## config.mk

```make
export PLATFORM = sky130hd
export DESIGN_NAME = mmc_cmd_control_layer_cmd24_flat
export DESIGN_NICKNAME = d
export VERILOG_FILES = /design/src/rtl/mmc_cmd_control_layer_cmd24_if.sv /design/src/rtl/mmc_cmd_control_layer_cmd24.sv /design/src/flat_wrapper.sv
export SDC_FILE = /design/constraint.sdc
export NUM_CORES = 1
export LEC_CHECK = 0
export ABC_AREA = 1
export BUFFER_PORTS_ARGS = -buffer_cell sky130_fd_sc_hd__buf_2
export CORE_MARGIN = 5
export CORE_UTILIZATION = 53
export CTS_BUF_LIST = sky130_fd_sc_hd__clkbuf_8
export CTS_CLUSTER_SIZE = 12
export DETAILED_ROUTE_END_ITERATION = 6
export HOLD_SLACK_MARGIN = 0.02
export PLACE_DENSITY_LB_ADDON = 0.05
export SYNTH_ARGS = -nofsm -noshare
export SYNTH_HDL_FRONTEND = slang
export SYNTH_SLANG_ARGS = --single-unit
```

## constraint.sdc

```tcl
create_clock -name iCLOCK -period 3.2 [get_ports iCLOCK]
set_clock_uncertainty 0.05 [all_clocks]
set_input_delay 0.64 -clock iCLOCK [delete_from_list [all_inputs] [get_ports iCLOCK]]
set_output_delay 0.64 -clock iCLOCK [all_outputs]
set_load 0.02 [all_outputs]
```

## src/rtl/mmc_cmd_control_layer_cmd24_if.sv

```systemverilog
// ---------------------------------------------------------------------------
// mmc_cmd_control_layer_cmd24_if
//   Bundles the command handshake, the sector-buffer read port and the
//   byte-level MMC transport port of the CMD24 write sequencer.
//
//   Command side : iCMD_START, iCMD_ADDR -> oCMD_END, oCMD_ERROR
//   Buffer side  : oBUFF_REQ, oBUFF_ADDR -> iBUFF_DATA (one cycle later)
//   MMC side     : oMMC_REQ, oMMC_CS, oMMC_DATA -> iMMC_BUSY, iMMC_VALID,
//                  iMMC_DATA
//
//   Modport master is the sequencer; modport slave is the surrounding
//   dispatcher / buffer / transport.  Signal names keep the sequencer's
//   point of view (i = into the sequencer, o = out of it).
// ---------------------------------------------------------------------------
interface mmc_cmd_control_layer_cmd24_if;
  logic        iCMD_START;
  logic [31:0] iCMD_ADDR;
  logic        oCMD_END;
  logic        oCMD_ERROR;

  logic        oBUFF_REQ;
  logic [6:0]  oBUFF_ADDR;
  logic [31:0] iBUFF_DATA;

  logic        oMMC_REQ;
  logic        iMMC_BUSY;
  logic        oMMC_CS;
  logic [7:0]  oMMC_DATA;
  logic        iMMC_VALID;
  logic [7:0]  iMMC_DATA;

  modport master (
    input  iCMD_START, iCMD_ADDR, iBUFF_DATA, iMMC_BUSY, iMMC_VALID, iMMC_DATA,
    output oCMD_END, oCMD_ERROR, oBUFF_REQ, oBUFF_ADDR, oMMC_REQ, oMMC_CS,
           oMMC_DATA
  );

  modport slave (
    output iCMD_START, iCMD_ADDR, iBUFF_DATA, iMMC_BUSY, iMMC_VALID, iMMC_DATA,
    input  oCMD_END, oCMD_ERROR, oBUFF_REQ, oBUFF_ADDR, oMMC_REQ, oMMC_CS,
           oMMC_DATA
  );
endinterface

```

## src/rtl/mmc_cmd_control_layer_cmd24.sv

```systemverilog
// ---------------------------------------------------------------------------
// mmc_cmd_control_layer_cmd24
//   Single-block write (CMD24) sequencer for the SPI-mode MMC/SD command
//   control layer.  A start pulse sends the CMD24 frame, polls R1 until 0x00
//   (bounded by P_R1_RETRY), reads 128 words from the sector buffer and
//   streams them LSB-first as a 0xFE-tokened 512-byte block with a dummy CRC,
//   checks the data-response token and polls busy until the card releases.
//
// Ports
//   iCLOCK       system clock, rising edge
//   iRESET       asynchronous active-high reset
//   iRESET_SYNC  synchronous reset, same effect as iRESET
//   bus          mmc_cmd_control_layer_cmd24_if.master
//                  command handshake, sector-buffer read port, MMC byte port
// ---------------------------------------------------------------------------
module mmc_cmd_control_layer_cmd24 #(
  parameter int unsigned P_R1_RETRY = 8
) (
  input logic                           iCLOCK,
  input logic                           iRESET,
  input logic                           iRESET_SYNC,
  mmc_cmd_control_layer_cmd24_if.master bus
);

  typedef enum logic [3:0] {
    ST_IDLE      = 4'd0,
    ST_CMD       = 4'd1,
    ST_RESP_REQ  = 4'd2,
    ST_RESP_GET  = 4'd3,
    ST_GAP       = 4'd4,
    ST_TOKEN     = 4'd5,
    ST_FETCH     = 4'd6,
    ST_LATCH     = 4'd7,
    ST_SEND      = 4'd8,
    ST_CRC       = 4'd9,
    ST_DRESP_REQ = 4'd10,
    ST_DRESP_GET = 4'd11,
    ST_BUSY_REQ  = 4'd12,
    ST_BUSY_GET  = 4'd13,
    ST_END       = 4'd14
  } state_t;

  localparam logic [7:0] R1_LAST = 8'(P_R1_RETRY - 1);

  state_t      state_q;
  logic [9:0]  cnt_q;        // command byte index, data byte index, CRC index
  logic [7:0]  retry_q;      // R1 polls already answered with a non-zero byte
  logic [31:0] addr_q;
  logic [31:0] word_q;
  logic        err_q;

  logic        cmd_end_q;
  logic        cmd_error_q;
  logic        buff_req_q;
  logic [6:0]  buff_addr_q;
  logic        cs_q;

  logic        tx_state;     // current state wants to transmit a byte
  logic [7:0]  tx_byte;
  logic        accept;       // transport takes the byte this cycle
  logic [9:0]  cnt_inc;

  // ---------------------------------------------------------------------------
  // Transmit decode.  The byte on oMMC_DATA is a pure function of the state
  // and counters; states that define no byte send 0xFF (idle line level).
  // ---------------------------------------------------------------------------
  always_comb begin
    // NOTE: every output of this block gets a default first, so no path
    // through the case statement can leave a value held (no latch inferred).
    tx_state = 1'b0;
    tx_byte  = 8'hFF;
    case (state_q)
      ST_CMD: begin
        tx_state = 1'b1;
        case (cnt_q[2:0])
          3'd0:    tx_byte = 8'h58;
          3'd1:    tx_byte = addr_q[31:24];
          3'd2:    tx_byte = addr_q[23:16];
          3'd3:    tx_byte = addr_q[15:8];
          3'd4:    tx_byte = addr_q[7:0];
          3'd5:    tx_byte = 8'h01;      // dummy CRC + end bit
          default: tx_byte = 8'hFF;
        endcase
      end
      ST_RESP_REQ, ST_GAP, ST_CRC, ST_DRESP_REQ, ST_BUSY_REQ: tx_state = 1'b1;
      ST_TOKEN: begin
        tx_state = 1'b1;
        tx_byte  = 8'hFE;
      end
      // Least-significant byte first, mirroring the CMD17 receive packing.
      ST_SEND: begin
        tx_state = 1'b1;
        tx_byte  = word_q[{cnt_q[1:0], 3'b000} +: 8];
      end
      default: ;
    endcase
  end

  assign accept  = tx_state && !bus.iMMC_BUSY;
  assign cnt_inc = cnt_q + 10'd1;

  assign bus.oMMC_REQ   = accept;
  assign bus.oMMC_DATA  = tx_byte;
  assign bus.oMMC_CS    = cs_q;
  assign bus.oCMD_END   = cmd_end_q;
  assign bus.oCMD_ERROR = cmd_error_q;
  assign bus.oBUFF_REQ  = buff_req_q;
  assign bus.oBUFF_ADDR = buff_addr_q;

  // ---------------------------------------------------------------------------
  // Sequencer.  Registered outputs are updated together with the transition
  // into the state that owns them, so they are valid for that state's cycle.
  // ---------------------------------------------------------------------------
  // NOTE: all state here uses non-blocking assignments so every register
  // samples pre-edge values regardless of statement order.
  always_ff @(posedge iCLOCK or posedge iRESET) begin
    if (iRESET) begin
      state_q     <= ST_IDLE;
      cnt_q       <= '0;
      retry_q     <= '0;
      addr_q      <= '0;
      word_q      <= '0;
      err_q       <= 1'b0;
      cmd_end_q   <= 1'b0;
      cmd_error_q <= 1'b0;
      buff_req_q  <= 1'b0;
      buff_addr_q <= '0;
      cs_q        <= 1'b1;
    end else if (iRESET_SYNC) begin
      state_q     <= ST_IDLE;
      cnt_q       <= '0;
      retry_q     <= '0;
      addr_q      <= '0;
      word_q      <= '0;
      err_q       <= 1'b0;
      cmd_end_q   <= 1'b0;
      cmd_error_q <= 1'b0;
      buff_req_q  <= 1'b0;
      buff_addr_q <= '0;
      cs_q        <= 1'b1;
    end else begin
      // Single-cycle pulses.
      cmd_end_q   <= 1'b0;
      cmd_error_q <= 1'b0;
      buff_req_q  <= 1'b0;

      case (state_q)
        ST_IDLE: begin
          if (bus.iCMD_START) begin
            addr_q  <= bus.iCMD_ADDR;
            cnt_q   <= '0;
            retry_q <= '0;
            cs_q    <= 1'b0;
            state_q <= ST_CMD;
          end
        end

        ST_CMD: begin
          if (accept) begin
            cnt_q <= cnt_inc;
            if (cnt_q == 10'd5) state_q <= ST_RESP_REQ;
          end
        end

        ST_RESP_REQ: if (accept) state_q <= ST_RESP_GET;

        ST_RESP_GET: begin
          if (bus.iMMC_VALID) begin
            if (bus.iMMC_DATA == 8'h00) begin
              state_q <= ST_GAP;
            end else if (retry_q < R1_LAST) begin
              retry_q <= retry_q + 8'd1;
              state_q <= ST_RESP_REQ;
            end else begin
              err_q       <= 1'b1;
              cmd_end_q   <= 1'b1;
              cmd_error_q <= 1'b1;
              cs_q        <= 1'b1;
              state_q     <= ST_END;
            end
          end
        end

        ST_GAP: if (accept) state_q <= ST_TOKEN;

        ST_TOKEN: begin
          if (accept) begin
            cnt_q       <= '0;
            buff_req_q  <= 1'b1;
            buff_addr_q <= '0;
            state_q     <= ST_FETCH;
          end
        end

        // The buffer answers one cycle after the request.
        ST_FETCH: state_q <= ST_LATCH;

        ST_LATCH: begin
          word_q  <= bus.iBUFF_DATA;
          state_q <= ST_SEND;
        end

        ST_SEND: begin
          if (accept) begin
            if (cnt_inc == 10'd512) begin
              cnt_q   <= '0;
              state_q <= ST_CRC;
            end else begin
              cnt_q <= cnt_inc;
              if (cnt_inc[1:0] == 2'd0) begin
                buff_req_q  <= 1'b1;
                buff_addr_q <= cnt_inc[8:2];
                state_q     <= ST_FETCH;
              end
            end
          end
        end

        ST_CRC: begin
          if (accept) begin
            if (cnt_q[0]) begin
              cnt_q   <= '0;
              state_q <= ST_DRESP_REQ;
            end else begin
              cnt_q <= cnt_inc;
            end
          end
        end

        ST_DRESP_REQ: if (accept) state_q <= ST_DRESP_GET;

        // 0xFF means the card has not produced its token yet; keep polling.
        ST_DRESP_GET: begin
          if (bus.iMMC_VALID) begin
            if (bus.iMMC_DATA[4:0] == 5'h05) begin
              state_q <= ST_BUSY_REQ;
            end else if (bus.iMMC_DATA == 8'hFF) begin
              state_q <= ST_DRESP_REQ;
            end else begin
              err_q       <= 1'b1;
              cmd_end_q   <= 1'b1;
              cmd_error_q <= 1'b1;
              cs_q        <= 1'b1;
              state_q     <= ST_END;
            end
          end
        end

        ST_BUSY_REQ: if (accept) state_q <= ST_BUSY_GET;

        // The card holds the line at 0x00 while programming.
        ST_BUSY_GET: begin
          if (bus.iMMC_VALID) begin
            if (bus.iMMC_DATA == 8'h00) begin
              state_q <= ST_BUSY_REQ;
            end else begin
              cmd_end_q   <= 1'b1;
              cmd_error_q <= err_q;
              cs_q        <= 1'b1;
              state_q     <= ST_END;
            end
          end
        end

        ST_END: begin
          err_q   <= 1'b0;
          state_q <= ST_IDLE;
        end

        default: begin
          cs_q    <= 1'b1;
          state_q <= ST_IDLE;
        end
      endcase
    end
  end

endmodule

```

## src/flat_wrapper.sv

```systemverilog
// flat-port wrapper written by rule: the top's interface ports become plain ports
module mmc_cmd_control_layer_cmd24_flat 
#(
  parameter int unsigned P_R1_RETRY = 8
)
  (iCLOCK, iRESET, iRESET_SYNC, bus_iCMD_START, bus_iCMD_ADDR, bus_iBUFF_DATA, bus_iMMC_BUSY, bus_iMMC_VALID, bus_iMMC_DATA, bus_oCMD_END, bus_oCMD_ERROR, bus_oBUFF_REQ, bus_oBUFF_ADDR, bus_oMMC_REQ, bus_oMMC_CS, bus_oMMC_DATA);
  mmc_cmd_control_layer_cmd24_if bus_i ();
  input logic iCLOCK;
  input logic iRESET;
  input logic iRESET_SYNC;
  input wire logic [$bits(bus_i.iCMD_START)-1:0] bus_iCMD_START;
  input wire logic [$bits(bus_i.iCMD_ADDR)-1:0] bus_iCMD_ADDR;
  input wire logic [$bits(bus_i.iBUFF_DATA)-1:0] bus_iBUFF_DATA;
  input wire logic [$bits(bus_i.iMMC_BUSY)-1:0] bus_iMMC_BUSY;
  input wire logic [$bits(bus_i.iMMC_VALID)-1:0] bus_iMMC_VALID;
  input wire logic [$bits(bus_i.iMMC_DATA)-1:0] bus_iMMC_DATA;
  output wire logic [$bits(bus_i.oCMD_END)-1:0] bus_oCMD_END;
  output wire logic [$bits(bus_i.oCMD_ERROR)-1:0] bus_oCMD_ERROR;
  output wire logic [$bits(bus_i.oBUFF_REQ)-1:0] bus_oBUFF_REQ;
  output wire logic [$bits(bus_i.oBUFF_ADDR)-1:0] bus_oBUFF_ADDR;
  output wire logic [$bits(bus_i.oMMC_REQ)-1:0] bus_oMMC_REQ;
  output wire logic [$bits(bus_i.oMMC_CS)-1:0] bus_oMMC_CS;
  output wire logic [$bits(bus_i.oMMC_DATA)-1:0] bus_oMMC_DATA;
  assign bus_i.iCMD_START = bus_iCMD_START;
  assign bus_i.iCMD_ADDR = bus_iCMD_ADDR;
  assign bus_i.iBUFF_DATA = bus_iBUFF_DATA;
  assign bus_i.iMMC_BUSY = bus_iMMC_BUSY;
  assign bus_i.iMMC_VALID = bus_iMMC_VALID;
  assign bus_i.iMMC_DATA = bus_iMMC_DATA;
  assign bus_oCMD_END = bus_i.oCMD_END;
  assign bus_oCMD_ERROR = bus_i.oCMD_ERROR;
  assign bus_oBUFF_REQ = bus_i.oBUFF_REQ;
  assign bus_oBUFF_ADDR = bus_i.oBUFF_ADDR;
  assign bus_oMMC_REQ = bus_i.oMMC_REQ;
  assign bus_oMMC_CS = bus_i.oMMC_CS;
  assign bus_oMMC_DATA = bus_i.oMMC_DATA;
  mmc_cmd_control_layer_cmd24 #(.P_R1_RETRY(P_R1_RETRY)) u_core (.iCLOCK(iCLOCK), .iRESET(iRESET), .iRESET_SYNC(iRESET_SYNC), .bus(bus_i));
endmodule
```

# After elaboration in Yosys (flattened, before gate mapping)
# Cells that the tools add are included.
totals:
  out_inout_bits: 20
  ff_bits: 98
  inputBits: 78
  wordCells: 169
classes:
  n_shift: 1
  add_sub_neg: 2
  mux: 85
  magnitude_cmp: 1
  eq_ne: 47
  n_reduce_logical: 22
ops:
  columns: ["cell", "n"]
  rows:
  - ["$mux 32", 5]
  - ["$mux 10", 8]
  - ["$mux 4", 20]
  - ["$pmux 4 s14", 1]
  - ["$ne 3x3->1 const B", 18]
  - ["$pmux 10 s5", 1]
  - ["$pmux 8 s6", 1]
  - ["$mux 8", 5]
  - ["$mux 7", 5]
  - ["$shiftx 32x6->8", 1]
  - ["$mux 1", 29]
  - ["$eq 4x4->1 const B", 7]
  - ["$pmux 8 s3", 1]
  - ["$eq 4x3->1 const B", 4]
  - ["$pmux 8 s2", 1]
  - ["$reduce_and 15->1", 1]
  - ["$pmux 7 s2", 1]
  - ["$ne 3x2->1 const B", 4]
  - ["$reduce_or 11->1", 1]
  - ["$add 10x1->10 const B", 1]
  - ["$eq 10x10->1 const B", 1]
  - ["$eq 10x3->1 const B", 1]
  - ["$reduce_and 10->1", 1]
  - ["$reduce_and 5->1", 2]
  - ["other kinds (30)", 38]

# Depth between registers and ports, before layout
# Gate-level depths: netlist of the first run.
logic_depth:
  ltp_word: 7
  mapped_depth: 15

# Least setup slack after synthesis of the first run
# OpenSTA, ideal clock, no wires.
synth_timing:
  path_kind: "register -> output"
  startpoint: "register u_core.cnt_q[0]"
  endpoint: "output bus_oMMC_DATA[4]"
  n_path_buf: 2
  path_slack_ns: 0.424
  path_stages_with_launch: 10
  t_arrival_ns: 2.086
  path_cell_list: "dfrtp_1 clkbuf_1 inv_1 clkbuf_1 ha_1 inv_1 o21ai_0 o21bai_1 nor3_1 o221ai_1"
synth_between:
  elab_chain_len: 3
  elab_cells_between_ends: 9
  classes_between: "eq/ne (5); shift (1); mux (2); reduce/logical (1)"
synth_lines:
  columns: ["item", "line_no", "text"]
  rows:
  - ["start, declared", "mmc_cmd_control_layer_cmd24.sv:46", "logic [9:0] cnt_q;"]
  - ["start signal, assigned", "mmc_cmd_control_layer_cmd24.sv:160", "cnt_q <= cnt_inc;"]
  - ["start signal, assigned", "mmc_cmd_control_layer_cmd24.sv:209", "cnt_q <= cnt_inc;"]
  - ["start signal, assigned", "mmc_cmd_control_layer_cmd24.sv:225", "cnt_q <= cnt_inc;"]
  - ["parallel branches: the longest is 2 deep, another holds $shiftx 32x6->8", null, null]
  - ["$pmux 8 s3 (*)", "mmc_cmd_control_layer_cmd24.sv:72", "case (state_q)"]
  - ["end, declared", "flat_wrapper.sv:23", "output wire logic [$bits(bus_i.oMMC_DATA)-1:0] bus_oMMC_DATA;"]
# Mark *: on every way between the ends.

# Worst setup path after layout of the first run
layout_timing:
  startpoint: "register u_core.cnt_q[1]"
  endpoint: "output bus_oMMC_DATA[7]"
# The elaborated chain is that of the path after synthesis.

==> results.toml, run 1 <==
[drt]
vias = 5320
drc = 0
drt_iter0_drc = 355
vias_per_cell = 5.45
avgRoutedWirePerCell_um = 15.4
antenna_left = 0
drtPass1Iterations = 5
routed_wl_um = 15100

[yosys]
ys_warn_count = 0
yosys_most_used_dff = "dfrtp_1"
yosysUniqueCellTypes = 40
synth_most_common_cell = "nand2_1"
ys_seq_area_share_pct = 44.1
postSynthAreaPerCell_um2 = 7.42
syn_nets = 835
synth_top_cell_area_share_pct = 43.7
synth_edf_count = 0
synthArstFlopShare_pct = 100
synth_top_area_cell = "dfrtp_1"
syn_area_um2 = 5560
synth_commonest_cells = "nand2_1, inv_1, nand3_1"
syn_inst = 749
synthTopCellsByArea = "dfrtp_1, nand3_1, nand2_1, inv_1, o21ai_0"
ys_ff_latch = 98

[pwr]
cellInternalPower_mw = 2.03
p_sw_mw = 1.29
power.leakage_nw = 3.08
ir_drop_mv = 0.278
clkPwrFrac_pct = 24.8
p_seq_share_pct = 42.6
p_per_area_nw_per_um2 = 522
switching_share_pct = 38.8
p_comb_share_pct = 32.7

[sta]
period_needed_ns = 3.07
worstMarginPinSlew_ns = 0.569
fmax_mhz = 326
hold_viol = 0
drv_slew = 0
fin_ws_ns = 0.135
grt_setup_unrepaired = "no"
fin_crit_sh_pct = 95.8
setup-violations-final = 0
max_slew_margin_pct = 62.0
fin_setup_tns_ns = 0

[clock_tree]
clk_latency_ns = 0.37
cts.sinks = 98
cts_root_buf = "clkbuf_8"
cts_made_buffers = 9
cts.clk_slew.worst_paths_ns = 0.10
clockBufferDepth = 2
holdBufCountCts = 0
h-tree-depth = 3
cts_tree = "done"

[global_routing]
grt_use_met2_pct = 40.4
busiest_layer = "met2"
grt_max_degree = 75
antenna_found_initial = 0
met1_usage_pct = 33.2
grt_pass1_wl_um = 25200
grtUsageTotal_pct = 24.3
grtUsageMet3_pct = 2.91
grt_pass1_vias = 5201
overflow = 0

[final_layout]
layout.cells.non_filler = 977
area_growth_pct = 14.6
stdcell_area_um2 = 6370
n_antenna_cell = 0
nets = 922
drive_gt1_share_pct = 19.7

[placed_design]
dp.cells = 958
place_ws_ns = 0.522
placed_area_um2 = 6140
io_buffers = 97
hpwl_um = 11100
place_congestion = 0.928

[run]
max_cap_violations = 0

[critical_path]
crit_path_end_kind = "primary output"
r2r_setup_slack_ns = 0.67
arrival_ns = 2.38
cp-start-kind = "register"
critical_path_class = "register to primary output"
path_max_fanout = 10
critPathRequiredTime_ns = 2.51

[floorplanning]
die_h_um = 112
start_util_pct = 54.1
die_area_um2 = 12600
rows = 37
io_pins = 98
coreArea_um2 = 10300
die_w_um = 112

[run_status]
status = "finished clean"

[worst_hold_path]
hold_class = "primary input to async pin"
## worst paths after layout
path | from | to | cells past startpoint
worst max register to register | u_core.cnt_q[1] | u_core.cnt_q[9] | 14
worst max-delay path | u_core.cnt_q[1] | bus_oMMC_DATA[7] | 8
max in group asynchronous | iRESET | u_core.cnt_q[1] | 3
worst min register to register | u_core.bus.oBUFF_ADDR[2] | u_core.bus.oBUFF_ADDR[2] | 2
worst min-delay path | iRESET | u_core.retry_q[4] | 2
min in group iCLOCK | u_core.bus.oBUFF_ADDR[2] | u_core.bus.oBUFF_ADDR[2] | 2
## critical path: stages, from the launching register on
cell	delay (ns)
dfrtp_2	0.48
buf_4	0.19
ha_1	0.20
ha_1	0.22
inv_1	0.18
o21ai_0	0.13
o31ai_1	0.29
nand3_1	0.12
buf_2	0.18
## cells in the final DEF, fill, tap and decap left out, drive strengths merged
master | Yosys | final
a21oi | 20 | 20
o211ai | 4 | 4
o22ai | 9 | 9
o221ai | 3 | 3
nand3 | 108 | 108
inv | 120 | 120
buf | 16 | 109
dfrtp | 97 | 97
xor2 | 1 | 1
bufinv | 0 | 1
o31ai | 5 | 5
o21bai | 1 | 1
a31oi | 2 | 2
a211oi | 1 | 1
o21ai | 102 | 102
nand2 | 137 | 137
o2111ai | 1 | 1
and2 | 1 | 1
nor3 | 9 | 9
nand3b | 2 | 2
ha | 8 | 8
nand4 | 12 | 12
nor4 | 2 | 2
nor2 | 69 | 69
clkbuf | 17 | 9
dfstp | 1 | 1
clkinvlp | 0 | 3
clkinv | 1 | 4
## flip-flops by register name, indices dropped and copies added (netlist names), 4 cells and up
name                   count
u_core.addr_q             32
u_core.bus.oBUFF_ADDR      7
u_core.cnt_q              10
u_core.retry_q             8
u_core.state_q             4
u_core.word_q             32
## per-layer routing
| layer | routed length [µm] | vias up |
|---|---|---|
| met2 | 7260 | 173 |
| li1 | - | 2620 |
| met3 | 738 | 24 |
| met4 | 302 | 0 |
| met1 | 6760 | 2503 |
| met5 | 0 | - |
## final cells by class
cell class                 count  area [µm²]
inverter                     121         465
timing repair buffer         109         588
sequential                    98        2460
clock buffer                   9         124
tap                          136         170
multi-input combinational    497        2500
fill                        1022        3910
clock inverter                 7        70.1
## cells by family after synthesis
logic type / count (synthesis) / share of synthesized area, %
flops: 98 / 44.1
compound gates: 148 / 15.0
simple gates: 340 / 27.9
buf+inv: 154 / 11.1
xor+xnor: 1 / 0.158
fa+ha+maj: 8 / 1.80
## repair_timing
item | in CTS | in global routing
resized for setup | 0 | 4
endpoints found under the setup margin | 0 | 7
buffers inserted | 0 | 3
## per-stage QoR
| stage | power, mW | util, % | hold WS [ns] |
|---|---|---|---|
| after floorplan | 2.21 | - | 0.410 |
| after global placement | 2.50 | 59.8 | 0.399 |
| after detailed placement | 2.51 | 59.8 | 0.406 |
| after CTS | 3.33 | 61.7 | 0.270 |
| after global routing | 3.53 | 62.0 | 0.302 |
| final | 3.32 | 62.0 | 0.255 |
## power by group through the flow
| stage | clock network (mW) | registers [mW] | logic [mW] |
|---|---|---|---|
| floorplan | 0 | 1.42 | 0.790 |
| global placement | 0 | 1.43 | 1.07 |
| detailed placement | 0 | 1.44 | 1.07 |
| CTS | 0.841 | 1.41 | 1.08 |
| global route | 0.893 | 1.43 | 1.21 |
| finish | 0.824 | 1.41 | 1.09 |
(Power assumes the default switching activity.)
==> inputs of run 2 (changes only) <==
Settings changed: ABC_AREA 1 to default, CORE_UTILIZATION 53 to 52.
==> results.toml, run 2 <==
[global_routing]
grt_pass1_vias = 4665
grt_pass1_wl_um = 23200
grt_max_degree = 69
grtUsageTotal_pct = 22.6
overflow = 0
antenna_found_initial = 0

[clock_tree]
clockBufferDepth = 2
cts_root_buf = "clkbuf_8"
cts_tree = "done"
holdBufCountCts = 0
clk_latency_ns = 0.36
h-tree-depth = 3
cts_made_buffers = 9
cts.clk_slew.worst_paths_ns = 0.09
cts.sinks = 98

[pwr]
p_per_area_nw_per_um2 = 514
ir_drop_mv = 0.357
power.leakage_nw = 2.64
p_total_mw = 3.18

[final_layout]
final_cell_mix = "nand2_1, buf_2, dfrtp_1"
multi_input_area_um2 = 2680
layout_commonest_cell = "nand2_1"
n_fill_cell = 989
nets = 789
area_growth_pct = 15.6
regArea_um2 = 2450
n_antenna_cell = 0
drive_gt1_share_pct = 22.7
post-route-util_pct = 60.8
reg.largest.list = "u_core.addr_q: 32 flops, u_core.word_q: 32 flops, u_core.cnt_q: 10 flops"

[sta]
grt_setup_unrepaired = "no"
worstMarginPinSlew_ns = 0.772
period_needed_ns = 3.06
fin_hold_ws_ns = 0.327
max_slew_margin_pct = 48.4
hold_viol = 0
fin_crit_sh_pct = 95.7
fmax_mhz = 326
setup-violations-final = 0
fin_setup_tns_ns = 0
drv_slew = 0
fin_ws_ns = 0.137

[yosys]
synthTopCellsByArea = "dfrtp_1, nand2_1, a21oi_1, mux4_2, ha_1"
synth_commonest_cells = "nand2_1, dfrtp_1, a21oi_1"
synth_xor_area_share_pct = 0.490
synth_top_area_cell = "dfrtp_1"
ys_warn_count = 0
syn_area_um2 = 5360
synth_most_common_cell = "nand2_1"
syn_nets = 704
yosys_most_used_dff = "dfrtp_1"
yosysUniqueCellTypes = 71
ys_seq_area_share_pct = 45.8
synth_fa_ha_area_share_pct = 1.87
synth_edf_count = 0
synth_compound_area_share_pct = 21.1
postSynthAreaPerCell_um2 = 8.67
yosys.area_share.simple_pct = 22.3
ys_ff_latch = 98
syn_inst = 618
synthArstFlopShare_pct = 100
synth_top_cell_area_share_pct = 45.3
synth_mux_area_share_pct = 4.16
synth_top_family_by_area = "simple AND/OR/NAND/NOR gates"

[drt]
drt_iter0_drc = 403
routed_wl_um = 13900
drc = 0
antenna_left = 0
vias = 4875
drtPass1Iterations = 6
avgRoutedWirePerCell_um = 16.5
vias_per_cell = 5.79

[floorplanning]
start_util_pct = 52.6
die_w_um = 112
io_pins = 98
rows = 37
die_h_um = 112
die_area_um2 = 12400
coreArea_um2 = 10200

[placed_design]
hpwl_um = 10100
place_ws_ns = 0.471
io_buffers = 97
place_congestion = 0.896

[critical_path]
crit_path_end_kind = "primary output"
path_max_fanout = 8
arrival_ns = 2.37
critical_path_class = "register to primary output"
cp-start-kind = "register"
critPathRequiredTime_ns = 2.51

[worst_hold_path]
hold_class = "primary input to async pin"

[run_status]
status = "finished clean"

[run]
max_cap_violations = 0
run 2: changes by cell type in the layout (fill, tap and decap cells not counted), sizes merged, moves of 8 or more:
cell and delta:
inv -102, nor2 -47, o21ai -79, nand2 +32, nand3 -92, mux4 +8
a21oi +70
run 2: repair_timing:
action,CTS,global route
gates resized for setup,0,4
setup endpoints to repair,0,6
setup buffers,0,0
run 2: cell families (layout without fill, tap and decap cells):
logic type / Yosys count / in the layout
adder cells (fa/ha/maj): 8 / 8
XOR/XNOR: 3 / 3
AND/OR/NAND/NOR: 262 / 262
multiplexers: 12 / 12
flip-flops: 98 / 98
buffers and inverters: 58 / 146
AO/OA/AOI/OAI: 177 / 177
run 2: worst max-delay path, stage by stage (launching register included):
cell      delay, ns
dfrtp_1        0.42
ha_1           0.29
ha_1           0.34
a222oi_1       0.34
a311oi_1       0.14
a211o_1        0.32
buf_2          0.17
run 2: metrics by stage:
stage | instances | cell area [µm²]
5_1_grt | 842 | 6200
4_1_cts | 842 | 6180
2_1_floorplan | 618 | 5360
6_report | 842 | 6200
3_5_place_dp | 828 | 5990
3_3_place_gp | 828 | 5990
run 2: worst paths after layout:
path / cells past startpoint / end / slack [ns] / from
setup / recovery: 6 / bus_oMMC_DATA[6] / 0.14 / u_core.cnt_q[1]
hold / removal: 3 / u_core.word_q[0] / 0.33 / iRESET
setup reg to reg: 8 / u_core.state_q[1] / 0.74 / u_core.cnt_q[1]
hold reg to reg: 1 / u_core.retry_q[5] / 0.45 / u_core.retry_q[5]
max in group asynchronous: 3 / u_core.addr_q[17] / 2.45 / iRESET
min in group iCLOCK: 1 / u_core.retry_q[5] / 0.45 / u_core.retry_q[5]
run 2: layer usage:
metal / routed length [µm] / up-vias / global-route usage [%]
li1: - / 2347 / -
met1: 6240 / 2361 / 32.6
met2: 6680 / 151 / 35.3
met3: 832 / 16 / 4.13
met4: 170 / 0 / 6.00
met5: 0 / - / 0
run 2: final cells by class:
type / count / share of cell area, %
clock inverter: 3 / 0.666
inverter: 18 / 1.15
timing repair buffer: 114 / 10.2
sequential: 98 / 39.6
clock buffer: 11 / 2.44
tap: 136 / 2.75
multi-input combinational: 462 / 43.2
run 2: where the power goes:
part | internal, mW | switching, mW | total (mW) | leakage (nW)
combinational | 0.334 | 0.654 | 0.988 | 1.19
sequential | 1.32 | 0.0657 | 1.39 | 1.35
clock | 0.394 | 0.412 | 0.806 | 0.0987
total | 2.05 | 1.13 | 3.18 | 2.64
==> inputs of run 3 (changes only) <==
Settings changed: ABC_CLOCK_PERIOD_IN_PS from default to 3200, MAX_ROUTING_LAYER from default to met4.
==> results.toml, run 3 (synthesis gave the netlist of run 2 again) <==
[final_layout]
regArea_um2 = 2460
nets = 789
drive_gt1_share_pct = 22.9
post-route-util_pct = 60.7
multi_input_area_um2 = 2680
layout_commonest_cell = "nand2_1"
final_cell_mix = "nand2_1, buf_2, dfrtp_1"
reg.largest.list = "u_core.addr_q: 32 flops, u_core.word_q: 32 flops, u_core.cnt_q: 10 flops"
area_growth_pct = 15.5
n_antenna_cell = 0
n_fill_cell = 957

[clock_tree]
clockBufferDepth = 2
clk_latency_ns = 0.36
cts.clk_slew.worst_paths_ns = 0.09
holdBufCountCts = 0
cts_tree = "done"
cts.sinks = 98
h-tree-depth = 3
cts_root_buf = "clkbuf_8"
cts_made_buffers = 9

[sta]
max_slew_margin_pct = 47.5
worstMarginPinSlew_ns = 0.784
fin_crit_sh_pct = 94.8
fmax_mhz = 330
hold_viol = 0
drv_slew = 0
setup-violations-final = 0
grt_setup_unrepaired = "no"
period_needed_ns = 3.03
fin_setup_tns_ns = 0

[floorplanning]
die_h_um = 112
start_util_pct = 52.6
io_pins = 98
coreArea_um2 = 10200
rows = 37
die_w_um = 112
die_area_um2 = 12400

[critical_path]
critPathRequiredTime_ns = 2.51
crit_path_end_kind = "primary output"
r2r_start = "u_core.cnt_q[0]"
critical_path_class = "register to primary output"
cp-start-kind = "register"
reg2regPathDepth = 7
arrival_ns = 2.34
path_max_fanout = 11
r2r_setup_slack_ns = 0.73
r2r-end = "u_core.state_q[1]"

[drt]
vias_per_cell = 5.77
drc = 0
drt_iter0_drc = 398
antenna_left = 0
routed_wl_um = 14100
avgRoutedWirePerCell_um = 16.7
vias = 4866
drtPass1Iterations = 5

[global_routing]
grt_pass1_wl_um = 23600
overflow = 0
grtUsageTotal_pct = 23.7
grt_max_degree = 65
antenna_found_initial = 0
grt_pass1_vias = 4784

[placed_design]
io_buffers = 97
hpwl_um = 10300
place_congestion = 0.871

[run]
max_cap_violations = 0

[worst_hold_path]
hold_class = "primary input to async pin"

[pwr]
p_per_area_nw_per_um2 = 510
ir_drop_mv = 0.337
power.leakage_nw = 2.64

[run_status]
status = "finished clean"
[run 3: layout make-up]
type / count / share of cell area (%)
multi-input cells: 462 / 43.3
flip-flops and latches: 98 / 39.7
repair buffers: 114 / 10.1
well taps: 136 / 2.75
clock buffers: 9 / 2.00
inverters: 18 / 1.15
clock inverters: 7 / 0.930
[run 3: worst max-delay path by stage]
stage	start	endpoint	slack (ns)	depth (start not counted)
2_1_floorplan	u_core.cnt_q[0]	bus_oMMC_DATA[7]	0.59	9
3_3_place_gp	u_core.cnt_q[0]	bus_oMMC_DATA[6]	0.42	6
3_5_place_dp	u_core.cnt_q[0]	bus_oMMC_DATA[6]	0.33	6
4_1_cts	u_core.cnt_q[0]	bus_oMMC_DATA[6]	0.009	6
5_1_grt	u_core.cnt_q[0]	bus_oMMC_DATA[6]	0.05	6
6_report	u_core.cnt_q[0]	bus_oMMC_DATA[6]	0.17	6
[run 3: power by group]
part	switching, mW	internal [mW]	total, mW
Sequential	0.0693	1.32	1.39
Combinational	0.659	0.333	0.992
Clock	0.417	0.350	0.767
[run 3: critical path, cell delays in order (launching register included)]
cell      delay (ns)
dfrtp_2         0.50
ha_2            0.26
ha_2            0.26
a222oi_1        0.34
a311oi_1        0.14
a211o_1         0.31
buf_2           0.17
[run 3: what timing repair did]
action,in CTS,in global routing
endpoints found under the setup margin,2,8
pin swaps,0,0
buffers inserted,0,0
gates resized for setup,1,5
[run 3: layer usage]
layer  vias up  track usage [%]  wire length (µm)
li1       2345                -                 -
met1      2348             32.6              6400
met2       156             37.5              6780
met3        17             3.48               802
met4         0             5.43               133
met5         -                -                 0
[run 3: per-stage QoR]
stage | setup WS, ns | hold WS (ns) | cell area, µm² | cells | power [mW]
detailed placement | 0.330 | 0.423 | 5990 | 828 | 2.40
global route | 0.0502 | 0.188 | 6190 | 844 | 3.34
global placement | 0.425 | 0.423 | 5990 | 828 | 2.39
finish | 0.167 | 0.185 | 6190 | 844 | 3.15
floorplan | 0.592 | 0.404 | 5360 | 618 | 2.08
CTS | 0.00882 | 0.181 | 6170 | 844 | 3.17
